`src/rtl/vga_text_pkg.sv`:
```
// rtl/vga_text_pkg.sv - control codes, byte classes, FSM states and cell addressing for the text buffer
package vga_text_pkg;

  localparam logic [7:0] CH_LF       = 8'h0A;
  localparam logic [7:0] CH_BS       = 8'h08;
  localparam logic [7:0] CH_FF       = 8'h0C;
  localparam logic [7:0] CH_PRINT_LO = 8'h20;
  localparam logic [7:0] CH_PRINT_HI = 8'h7E;

  typedef enum logic [1:0] {IDLE, SCROLL, CLEAR} txt_state_e;

  typedef enum logic [2:0] {
    CLS_OTHER,
    CLS_PRINT,
    CLS_LF,
    CLS_BS,
    CLS_FF
  } char_class_e;

  function automatic int cell_lsb(input int row, input int col, input int columns);
    return (row * columns + col) * 8;
  endfunction

  function automatic char_class_e classify(input logic [7:0] ch);
    if (ch >= CH_PRINT_LO && ch <= CH_PRINT_HI) return CLS_PRINT;
    else if (ch == CH_LF) return CLS_LF;
    else if (ch == CH_BS) return CLS_BS;
    else if (ch == CH_FF) return CLS_FF;
    else return CLS_OTHER;
  endfunction

endpackage

```
`src/rtl/text_cursor_tracker.sv`:
```
// rtl/text_cursor_tracker.sv - cursor registers plus next-position, write-target and scroll-request decode
module text_cursor_tracker
  import vga_text_pkg::*;
#(
  parameter int COLUMNS = 16,
  parameter int ROWS    = 4
) (
  input  logic                        CLK,
  input  logic                        RST,
  input  logic                        i_step,
  input  logic [2:0]                  i_class,
  output logic [$clog2(COLUMNS)-1:0]  o_col,
  output logic [$clog2(ROWS)-1:0]     o_row,
  output logic                        o_scroll_req,
  output logic                        o_wr_en,
  output logic                        o_wr_blank,
  output logic [$clog2(COLUMNS)-1:0]  o_wr_col,
  output logic [$clog2(ROWS)-1:0]     o_wr_row
);

  localparam int COL_W = $clog2(COLUMNS);
  localparam int ROW_W = $clog2(ROWS);
  localparam logic [COL_W-1:0] LAST_COL = COL_W'(COLUMNS - 1);
  localparam logic [ROW_W-1:0] LAST_ROW = ROW_W'(ROWS - 1);

  logic [COL_W-1:0] r_col;
  logic [ROW_W-1:0] r_row;
  logic [COL_W-1:0] w_col_nxt;
  logic [ROW_W-1:0] w_row_nxt;

  assign o_col = r_col;
  assign o_row = r_row;

  always_comb begin
    w_col_nxt    = r_col;
    w_row_nxt    = r_row;
    o_scroll_req = 1'b0;
    o_wr_en      = 1'b0;
    o_wr_blank   = 1'b0;
    o_wr_col     = r_col;
    o_wr_row     = r_row;
    if (i_step) begin
      case (i_class)
        CLS_PRINT: begin
          o_wr_en = 1'b1;
          if (r_col < LAST_COL) begin
            w_col_nxt = r_col + COL_W'(1);
          end else begin
            w_col_nxt = '0;
            if (r_row < LAST_ROW) w_row_nxt = r_row + ROW_W'(1);
            else                  o_scroll_req = 1'b1;
          end
        end
        CLS_LF: begin
          w_col_nxt = '0;
          if (r_row < LAST_ROW) w_row_nxt = r_row + ROW_W'(1);
          else                  o_scroll_req = 1'b1;
        end
        // Backspace blanks the cell the cursor lands on, wrapping to the previous row end.
        CLS_BS: begin
          if (r_col != '0) begin
            w_col_nxt  = r_col - COL_W'(1);
            o_wr_en    = 1'b1;
            o_wr_blank = 1'b1;
            o_wr_col   = r_col - COL_W'(1);
          end else if (r_row != '0) begin
            w_col_nxt  = LAST_COL;
            w_row_nxt  = r_row - ROW_W'(1);
            o_wr_en    = 1'b1;
            o_wr_blank = 1'b1;
            o_wr_col   = LAST_COL;
            o_wr_row   = r_row - ROW_W'(1);
          end
        end
        CLS_FF: begin
          w_col_nxt = '0;
          w_row_nxt = '0;
        end
        default: ;
      endcase
    end
  end

  always_ff @(posedge CLK) begin
    if (RST) begin
      r_col <= '0;
      r_row <= '0;
    end else begin
      r_col <= w_col_nxt;
      r_row <= w_row_nxt;
    end
  end

endmodule

```
`src/rtl/text_buffer_controller.sv`:
```
// rtl/text_buffer_controller.sv - terminal-style character buffer with cursor, scroll and clear sequencing
module text_buffer_controller
  import vga_text_pkg::*;
#(
  parameter int         COLUMNS    = 16,
  parameter int         ROWS       = 4,
  parameter logic [7:0] BLANK_CHAR = 8'h20
) (
  input  logic                         CLK,
  input  logic                         RST,
  input  logic [7:0]                   char_data,
  input  logic                         char_valid,
  output logic                         char_ready,
  output logic [COLUMNS*ROWS*8-1:0]    text_buffer,
  output logic [$clog2(COLUMNS)-1:0]   cursor_col,
  output logic [$clog2(ROWS)-1:0]      cursor_row,
  output logic                         busy
);

  localparam int NCELLS = COLUMNS * ROWS;
  localparam int IDX_W  = $clog2(NCELLS);
  localparam int COL_W  = $clog2(COLUMNS);
  localparam int ROW_W  = $clog2(ROWS);
  localparam logic [IDX_W-1:0] LAST_IDX   = IDX_W'(NCELLS - 1);
  localparam logic [IDX_W-1:0] SHIFT_END  = IDX_W'(COLUMNS * (ROWS - 1));
  localparam logic [IDX_W-1:0] ROW_STRIDE = IDX_W'(COLUMNS);

  txt_state_e       r_state;
  logic [IDX_W-1:0] r_idx;
  logic [7:0]       r_cell [NCELLS];

  logic             w_xfer;
  logic [2:0]       w_class;
  logic             w_scroll_req;
  logic             w_wr_en;
  logic             w_wr_blank;
  logic [COL_W-1:0] w_wr_col;
  logic [ROW_W-1:0] w_wr_row;
  logic [IDX_W-1:0] w_wr_addr;
  logic [7:0]       w_wr_data;
  logic [IDX_W-1:0] w_src_idx;

  assign char_ready = (r_state == IDLE);
  assign busy       = ~char_ready;
  assign w_xfer     = char_valid & char_ready;
  assign w_class    = classify(char_data);
  assign w_wr_addr  = IDX_W'(w_wr_row) * ROW_STRIDE + IDX_W'(w_wr_col);
  assign w_wr_data  = w_wr_blank ? BLANK_CHAR : char_data;
  // Only consulted while r_idx is below the last row, so it never points past the last cell.
  assign w_src_idx  = r_idx + ROW_STRIDE;

  text_cursor_tracker #(
    .COLUMNS (COLUMNS),
    .ROWS    (ROWS)
  ) u_cursor (
    .CLK          (CLK),
    .RST          (RST),
    .i_step       (w_xfer),
    .i_class      (w_class),
    .o_col        (cursor_col),
    .o_row        (cursor_row),
    .o_scroll_req (w_scroll_req),
    .o_wr_en      (w_wr_en),
    .o_wr_blank   (w_wr_blank),
    .o_wr_col     (w_wr_col),
    .o_wr_row     (w_wr_row)
  );

  always_ff @(posedge CLK) begin
    if (RST) begin
      r_state <= IDLE;
      r_idx   <= '0;
      for (int i = 0; i < NCELLS; i++) r_cell[i] <= BLANK_CHAR;
    end else begin
      case (r_state)
        IDLE: begin
          if (w_xfer) begin
            if (w_wr_en) r_cell[w_wr_addr] <= w_wr_data;
            r_idx <= '0;
            if (w_scroll_req)              r_state <= SCROLL;
            else if (w_class == CLS_FF)    r_state <= CLEAR;
          end
        end
        SCROLL: begin
          r_cell[r_idx] <= (r_idx < SHIFT_END) ? r_cell[w_src_idx] : BLANK_CHAR;
          r_idx         <= r_idx + IDX_W'(1);
          if (r_idx == LAST_IDX) r_state <= IDLE;
        end
        CLEAR: begin
          r_cell[r_idx] <= BLANK_CHAR;
          r_idx         <= r_idx + IDX_W'(1);
          if (r_idx == LAST_IDX) r_state <= IDLE;
        end
        default: r_state <= IDLE;
      endcase
    end
  end

  for (genvar gr = 0; gr < ROWS; gr++) begin : g_row
    for (genvar gc = 0; gc < COLUMNS; gc++) begin : g_col
      assign text_buffer[cell_lsb(gr, gc, COLUMNS) +: 8] = r_cell[gr*COLUMNS + gc];
    end
  end

endmodule
```
`config.mk`:
```
export PLATFORM = sky130hd
export DESIGN_NAME = text_buffer_controller
export DESIGN_NICKNAME = d
export VERILOG_FILES = /design/src/rtl/vga_text_pkg.sv /design/src/rtl/text_cursor_tracker.sv /design/src/rtl/text_buffer_controller.sv
export SDC_FILE = /design/constraint.sdc
export NUM_CORES = 1
export LEC_CHECK = 0
export BUFFER_PORTS_ARGS = -buffer_cell sky130_fd_sc_hd__buf_4
export CORE_ASPECT_RATIO = 0.8
export CORE_UTILIZATION = 45
export DETAILED_ROUTE_END_ITERATION = 10
export PLACE_DENSITY = 0.7
export RECOVER_POWER = 50
export SLEW_MARGIN = 40
export SYNTH_ARGS = -nofsm -noshare
export SYNTH_HDL_FRONTEND = slang
export SYNTH_SLANG_ARGS = --single-unit
export TNS_END_PERCENT = 50
```
`constraint.sdc`:
```
create_clock -name CLK -period 4.35 [get_ports CLK]
set_input_delay 1.305 -clock CLK [delete_from_list [all_inputs] [get_ports CLK]]
set_output_delay 1.305 -clock CLK [all_outputs]
set_load 0.02 [all_outputs]
```
# --- Yosys cells after proc, flatten, opt, wreduce, memory -nomap -nowiden ---
# Memories as Yosys holds them, arrays and structs flattened.
# Index checks and enable logic that the tools add are counted.
word_totals:
  mem_bits_rw: 512
  input_bits: 11
  output_inout_bits: 520
  regBits: 14
  mem_count: 1
memory_table:
  columns: ["name", "depth", "word_bits", "rd", "rd_ports_with_merged_regs", "write_ports", "line_no", "text"]
  rows:
  - ["r_cell", 64, 8, 65, 0, 64, "text_buffer_controller.sv:30", "logic [7:0] r_cell [NCELLS];"]
classes:
  bitwise: 3
  n_eq_ne: 14
  n_reduce_logical: 15
  mux: 56
  n_addsub: 7
  n_lt_le_gt_ge: 5
ops:
  columns: ["cell", "n"]
  rows:
  - ["$mux 8", 5]
  - ["$eq 8x4->1 const B", 3]
  - ["$mux 1", 23]
  - ["$mux 2", 10]
  - ["$mux 4", 5]
  - ["$mux 6", 3]
  - ["$reduce_or 8->1", 2]
  - ["$mux 3", 4]
  - ["$pmux 4 s3", 1]
  - ["$pmux 6 s2", 1]
  - ["$ge 8x6->1 const B", 1]
  - ["$le 8x7->1 const B", 1]
  - ["$pmux 2 s4", 1]
  - ["$reduce_bool 4->1", 2]
  - ["$add 6x1->6 const B", 1]
  - ["$add 6x4->6", 1]
  - ["$add 6x5->6 const B", 1]
  - ["$eq 3x2->1 const B", 2]
  - ["$eq 6x6->1 const B", 1]
  - ["$lt 6x6->1 const B", 1]
  - ["$reduce_and 3->1", 2]
  - ["$add 4x1->4 const B", 1]
  - ["$lt 4x4->1 const B", 1]
  - ["$ne 2x1->1 const B", 2]
  - ["other kinds (21)", 25]

# --- Logic depth before layout (Yosys ltp) ---
# Gate-level depths: netlist of the first run.
logic_depth:
  word_depth: 16
  ltp_mapped: 13
  ltp_nobuf: 8

# --- Hierarchy ---
# Synthesis of the first run repeated with hierarchy kept, for this count alone.
hier_totals:
  hier_cells: 1866
  area_unflattened_um2: 25771.0
modules_own_cells:
  columns: ["module", "area_each_um2", "seq_area_each_um2", "cells_each", "instances"]
  rows:
  - ["text_buffer_controller", 24947.7, 15534.9, 1765, 1]
  - ["text_cursor_tracker", 823.3, 120.1, 101, 1]

# --- Worst setup path before layout of the first run ---
# No wires, ideal clock.
synth_timing:
  path_kind: "input port to flip-flop"
  start: "input port char_data[7]"
  end: "memory r_cell[10][0] (enable)"
  t_arrival_ps: 3501
  setup_slack_ps: 474
  path_stages: 7
  setup_time_ps: 375
  required_time_ps: 3975
  path_cell_list: "nor4b_4 -> nand3_2 -> o31a_1 -> or2_1 -> o41a_1 -> clkbuf_1 -> o21bai_1"
synth_rtl:
  columns: ["element", "line_no", "text"]
  rows:
  - ["start, declared", "text_buffer_controller.sv:11", "input logic [7:0] char_data,"]
  - ["end, declared", "text_buffer_controller.sv:30", null]

==> results of run 1 <==
## power breakdown
group / internal (W) / switching (W) / total (W)
clock: 0.00253 / 0.00201 / 0.00454
combinational: 0.000212 / 0.000683 / 0.000895
sequential: 0.00570 / 0.000133 / 0.00583
total: 0.00844 / 0.00282 / 0.0113
## cell type report
type | count | area (um^2) | area share (%)
multi-input cells | 1155 | 8433 | 28.26
repair buffers | 660 | 3059 | 10.25
well taps | 741 | 927.1 | 3.107
inverters | 19 | 71.32 | 0.2390
flip-flops and latches | 526 | 15670 | 52.49
clock buffers | 59 | 1349 | 4.520
clock inverters | 36 | 339.1 | 1.136
## stage by stage
stage / hold WS (ns) / cells / total power [W]
2_1_floorplan: 0.4668 / 1880 / 0.006403
3_3_place_gp: 0.5259 / 3101 / 0.006940
3_5_place_dp: 0.5342 / 3101 / 0.006949
4_1_cts: 0.5404 / 3196 / 0.01140
5_1_grt: 0.5622 / 3196 / 0.01150
6_report: 0.5429 / 3196 / 0.01126
## worst reg2reg max path: stages, from the launching register on
cell and delay, ns:
dfxtp_2 0.53, clkbuf_2 0.59, nand3_1 0.64, o22ai_1 0.17, a2111oi_1 0.91, o31a_2 0.30, clkbuf_4 0.49, nor2_1 0.13
## registers in the layout, indices dropped and copies added (netlist names)
register and flops:
r_state 2, u_cursor.o_col 4, u_cursor.o_row 2, r_cell 512, r_idx 6
## final timing paths
kind               from      endpoint  slack (ns)
max            r_idx[2]  r_cell[7][1]        0.32
min          r_state[0]    r_state[0]        0.54
max reg2reg    r_idx[2]  r_cell[7][1]        0.32
min reg2reg  r_state[0]    r_state[0]        0.54
## cells in the final DEF (no fill, tap or decap), types with 5 or more instances in the layout
master	count
a32oi_1	5
clkbuf_16	53
nor3_1	153
nand2_1	41
a21o_1	21
mux2_2	20
nand2b_1	83
dfxtp_1	10
mux2i_1	98
buf_4	91
a21oi_1	30
o211ai_1	7
edfxtp_1	512
nor2_1	327
o22ai_1	13
o221ai_1	12
bufinv_16	5
o31a_1	7
clkinv_1	11
a22oi_1	10
clkbuf_1	555
nor3_2	9
ha_1	11
a211oi_1	9
inv_1	18
clkinv_2	16
a221oi_1	10
nand4_1	38
a221oi_4	5
nor2b_1	5
buf_12	14
o21ai_0	16
nand3_1	51
mux4_2	84
## synthesized netlist by cell type, types with 4 or more instances
| library cell | instances |
|---|---|
| o31ai_1 | 5 |
| inv_1 | 18 |
| clkbuf_1 | 72 |
| o22ai_1 | 13 |
| nand4_1 | 38 |
| buf_1 | 7 |
| o21ai_0 | 16 |
| mux2i_1 | 98 |
| buf_2 | 90 |
| a221oi_4 | 5 |
| o211ai_1 | 7 |
| o31a_1 | 9 |
| o221ai_1 | 12 |
| nor2_1 | 327 |
| nand2b_1 | 83 |
| buf_4 | 5 |
| mux4_2 | 84 |
| nor3_2 | 12 |
| a32oi_1 | 5 |
| mux2_2 | 20 |
| a22oi_1 | 10 |
| a21o_1 | 21 |
| a221oi_1 | 10 |
| nand2_1 | 41 |
| nor3_1 | 150 |
| ha_1 | 11 |
| o21bai_1 | 4 |
| and2_0 | 4 |
| a21oi_1 | 30 |
| buf_6 | 6 |
| nand3_1 | 49 |
| a211oi_1 | 9 |
| nor2b_1 | 6 |
| and2_1 | 4 |
| edfxtp_1 | 512 |
| a31oi_1 | 4 |
| dfxtp_1 | 14 |
## kinds of logic after synthesis
| kind of cell | after synthesis | share of synthesized area (%) |
|---|---|---|
| adders and majority gates | 11 | 0.5510 |
| muxes | 202 | 12.40 |
| buffers and inverters | 199 | 3.696 |
| and+or+nand+nor | 745 | 14.43 |
| AOI/OAI and AO/OA | 193 | 6.111 |
| xor gates and xnor gates | 4 | 0.1403 |
| DFF | 526 | 62.67 |
## metal layers
layer | vias to the layer above | GRT usage (%)
met3 | 179 | 9.653
met5 | - | 0
met1 | 9900 | 45.71
met4 | 0 | 10.58
li1 | 8188 | -
met2 | 1426 | 53.18
==> impl_metrics.tcl, run 1 <==
set metrics [dict create \
    slew-limit-headroom_pct -31.83 \
    die_width_um 265.4 \
    violations "capacitance limit, slew limit" \
    grt_setup_unrepaired "false" \
    yosys_warnings 0 \
    cp_num_buf_inv 2 \
    async_reset_ff_share_pct 0 \
    highest_layer "met4" \
    ioPinCount 531 \
    cts_tree "done" \
    clkSinkCount 526 \
    synth.avg_cell_area_um2 13.29 \
    max_cap_viol_count 1 \
    final_cell_area_um2 29840 \
    gp_congestion 1.011 \
    synth_fp_nets 1902 \
    synth-seq-cells 526 \
    wl_per_cell_um 30.71 \
    cts-buffers-inserted 52 \
    r2r_cells 7 \
    synth_top_cells_by_area "edfxtp_1 62%, mux4_2 7.6%, nor2_1 4.9%" \
    drc 0 \
    path_cells "clkbuf_2 -> nand3_1 -> o22ai_1 -> a2111oi_1 -> o31a_2 -> clkbuf_4 -> nor2_1" \
    syn2layout_area_growth_pct 19.47 \
    ant_nets 0 \
    yosysUniqueCellTypes 80 \
    antenna_found_initial 0 \
    layout-drive-gt1-share_pct 13.69 \
    post-place-ws_ns 0.1680 \
    ctsHoldBuffers 0 \
    post-route-util_pct 54.96 \
    vias 19690 \
    dieArea_um2 56460 \
    finalCritPeriodShare_pct 92.72 \
    cts_root_buf "clkbuf_16" \
    synth_top_area_share_pct 61.55 \
    synth_edf_count 512 \
    wirelength_um 98150 \
    worst-path-stages 7 \
    syn_inst 1880 \
    worstPathArrival_ns 4.36 \
    status "complete, but fails checks" \
    core-area_um2 54300 \
    min_path_cells 2 \
    start_kind "register" \
    finalHoldViolCount 0 \
    port_buffers 530 \
    vias_per_cell 6.162 \
    setup_ws_ns 0.3166 \
    synth_area_leader_cell "edfxtp_1" \
    dpl.hpwl_um 72480 \
    grt_max_degree 50 \
    holdCritPathClass "reg -> reg" \
    power.density_nw_per_um2 377.5 \
    clk_path_buf_depth 3 \
    fin_tns_setup_ns 0 \
    grt-ovfl-total 0 \
    power_leakage_nw 9.461 \
    setup_viol 0 \
    grt_pass1_vias 18590 \
    fmax_mhz 247.9 \
    critical_path.max_stage_delay_ns 0.91 \
    wl_met1_um 36940 \
    die_h_um 212.7 \
    fin_skew_ns 0.03267 \
    clkTransAtPathRegs_ns 0.06 \
    cts_resized 0 \
    placed_cell_area_um2 30310 \
    cpMaxStageDelayCell "a2111oi_1" \
    drv_slew 41 \
    synth_area_um2 24980 \
    peakVddDrop_uv 267.5 \
    num_rows 76 \
    nFillCells 4937 \
    worstMarginPinSlew_ns 1.978 \
    post_cts_buffers 0 \
    grt_pass1_wl_um 135600 \
    wl_met3_um 12530 \
    synthFlopType "edfxtp_1" \
    drtIter0Drc 2424 \
    critical_path.top_delay_family "compound AO/OA/AOI/OAI gates" \
    clk-insertion-delay-late_ns 0.62 \
    initial_utilization_pct 46.01 \
    htreeDepth 2 \
    min_period_ns 4.033 \
    firstDrtPassIters 5 \
    crit_fanout 32 \
    cp_data_required_time_ns 4.68 \
    antenna_cells 0 \
    fin_nets 2436 \
    grt_usage_pct 33.87 \
    crit_path_end_kind "register" \
    wl_met2_um 45290 \
    yosysSeqAreaShare_pct 62.67 \
    critical_path_class "reg -> reg" \
]
Note: power is estimated with default switching activity, not from simulation.
==> run 2, diff against run 1 <==
Settings changed: RECOVER_POWER 50 to 25.
==> impl_metrics.tcl, run 2 (same netlist as run 1, synthesis figures left out) <==
set metrics [dict create \
    finalCritPeriodShare_pct 87.03 \
    layout-drive-gt1-share_pct 20.77 \
    cp_data_required_time_ns 4.62 \
    grt_setup_unrepaired "false" \
    core-area_um2 54300 \
    clkTransAtPathRegs_ns 0.07 \
    setup_viol 0 \
    final_common_cell "edfxtp_1" \
    htreeDepth 2 \
    worstReg2RegStart "u_cursor.o_col[0]" \
    cts_tree "done" \
    holdCritPathClass "reg -> reg" \
    r2r-end "r_cell[30][0]" \
    holdPathEnd "r_state[0]" \
    dpl.hpwl_um 72480 \
    vias_per_cell 6.150 \
    gp_congestion 1.011 \
    min_path_cells 2 \
    worstPathArrival_ns 4.06 \
    num_rows 76 \
    start_kind "register" \
    critical_path.max_stage_delay_ns 0.57 \
    port_buffers 530 \
    vias 19660 \
    clk-insertion-delay-late_ns 0.63 \
    fmax_mhz 264.1 \
    whs_ns 0.5434 \
    cts-buffers-inserted 52 \
    crit_top_cell "buf_4" \
    critical_path_class "reg -> reg" \
    cp_num_buf_inv 4 \
    antenna_cells 0 \
    grt_pass1_wl_um 135600 \
    dieArea_um2 56460 \
    grt-ovfl-total 0 \
    ioPinCount 531 \
    fin_skew_ns 0.03530 \
    crit_fanout 14 \
    nFillCells 4764 \
    die_h_um 212.7 \
    path_cells "inv_1 -> ha_1 -> nor3b_1 -> and4_1 -> buf_4 -> or3_1 -> a31oi_1 -> buf_12 -> and2_0 -> buf_4 -> a21o_1" \
    initial_utilization_pct 46.01 \
    power.density_nw_per_um2 370.0 \
    drc 0 \
    fin_nets 2436 \
    worstMarginPinSlew_ns 1.968 \
    antenna_found_initial 0 \
    top_register "r_cell" \
    crit_path_end_kind "register" \
    drv_slew 41 \
    final_cell_mix "512 x edfxtp_1, 391 x clkbuf_1, 327 x nor2_1, 258 x buf_4, 150 x nor3_1" \
    die_width_um 265.4 \
    clk_path_buf_depth 3 \
    max_cap_viol_count 1 \
    r2r_cells 11 \
    cts_root_buf "clkbuf_16" \
    violations "capacitance limit, slew limit" \
    clkSinkCount 526 \
    grt_max_degree 50 \
    drtIter0Drc 2570 \
    cts_resized 0 \
    hp-start "r_state[0]" \
    min_period_ns 3.786 \
    r2r_slack_ns 0.56 \
    peakVddDrop_uv 266.4 \
    largest_register_ffs 512 \
    syn2layout_area_growth_pct 22.30 \
    multiInputGateArea_um2 8478 \
    ant_nets 0 \
    critical_path.top_delay_family "simple AND/OR/NAND/NOR gates" \
    grt_pass1_vias 18590 \
    wl_per_cell_um 30.69 \
    status "complete, but fails checks" \
    regArea_um2 15670 \
    post_cts_buffers 0 \
    firstDrtPassIters 6 \
    wirelength_um 98090 \
    cpMaxStageDelayCell "dfxtp_1" \
    fin_tns_setup_ns 0 \
    finalHoldViolCount 0 \
    ctsHoldBuffers 0 \
    grt_usage_pct 33.87 \
    slew-limit-headroom_pct -31.20 \
    power_leakage_nw 10.08 \
]
==> run 2: cell types whose count changed in the layout (fill, tap and decap cells not counted), moves of 3 or more <==
cell      before  now
buf_4         91  258
clkbuf_1     555  391
clkbuf_2       4    0
buf_12        14   17
nor3_1       153  150
nor3_2         9   12
==> run 2: worst max-delay path by stage <==
stage | start | endpoint | slack, ns | depth (start not counted)
after detailed placement | char_data[7] | r_cell[62][7] | 0.17 | 7
after CTS | r_idx[0] | r_cell[19][0] | 0.65 | 8
final | u_cursor.o_col[0] | r_cell[30][0] | 0.56 | 11
after global routing | r_idx[0] | r_cell[9][2] | 0.40 | 8
after global placement | char_valid | r_cell[25][0] | 0.21 | 9
after floorplan | char_data[7] | r_cell[10][0] | 0.47 | 7
==> run 2: worst register-to-register path: stages (launching register included) <==
cell and delay [ns]:
dfxtp_1 0.57, inv_1 0.16, ha_1 0.33, nor3b_1 0.19, and4_1 0.31, buf_4 0.18
or3_1 0.33, a31oi_1 0.45, buf_12 0.21, and2_0 0.19, buf_4 0.17, a21o_1 0.37
==> run 2: layer usage <==
metal	wire, um	GRT usage, %	vias to the layer above
met5	0	0	-
met3	12320	9.653	172
met4	3251	10.58	0
met2	45360	53.18	1419
li1	-	-	8189
met1	37150	45.71	9875
==> run 2: through the flow <==
stage | total power [W] | utilization [%] | worst slack (ns) | instance area [um^2] | cells
2_1_floorplan | 0.006403 | - | 0.4740 | 24980 | 1880
4_1_cts | 0.01140 | 58.93 | 0.6466 | 32000 | 3196
3_5_place_dp | 0.006949 | 55.82 | 0.1680 | 30310 | 3101
3_3_place_gp | 0.006940 | 55.80 | 0.2116 | 30300 | 3101
6_report | 0.01130 | 56.27 | 0.5641 | 30550 | 3196
5_1_grt | 0.01154 | 56.27 | 0.4001 | 30550 | 3196
==> run 2: area by class of cell <==
type	count	area share [%]
inverter	19	0.2334
timing repair buffer	660	12.18
sequential	526	51.27
clock inverter	36	1.110
clock buffer	59	4.415
tap	741	3.035
multi-input combinational	1155	27.75
==> run 2: power breakdown <==
group	switching (W)	internal [W]
Combinational	0.000684	0.000248
Sequential	0.000133	0.00570
Clock	0.00201	0.00253
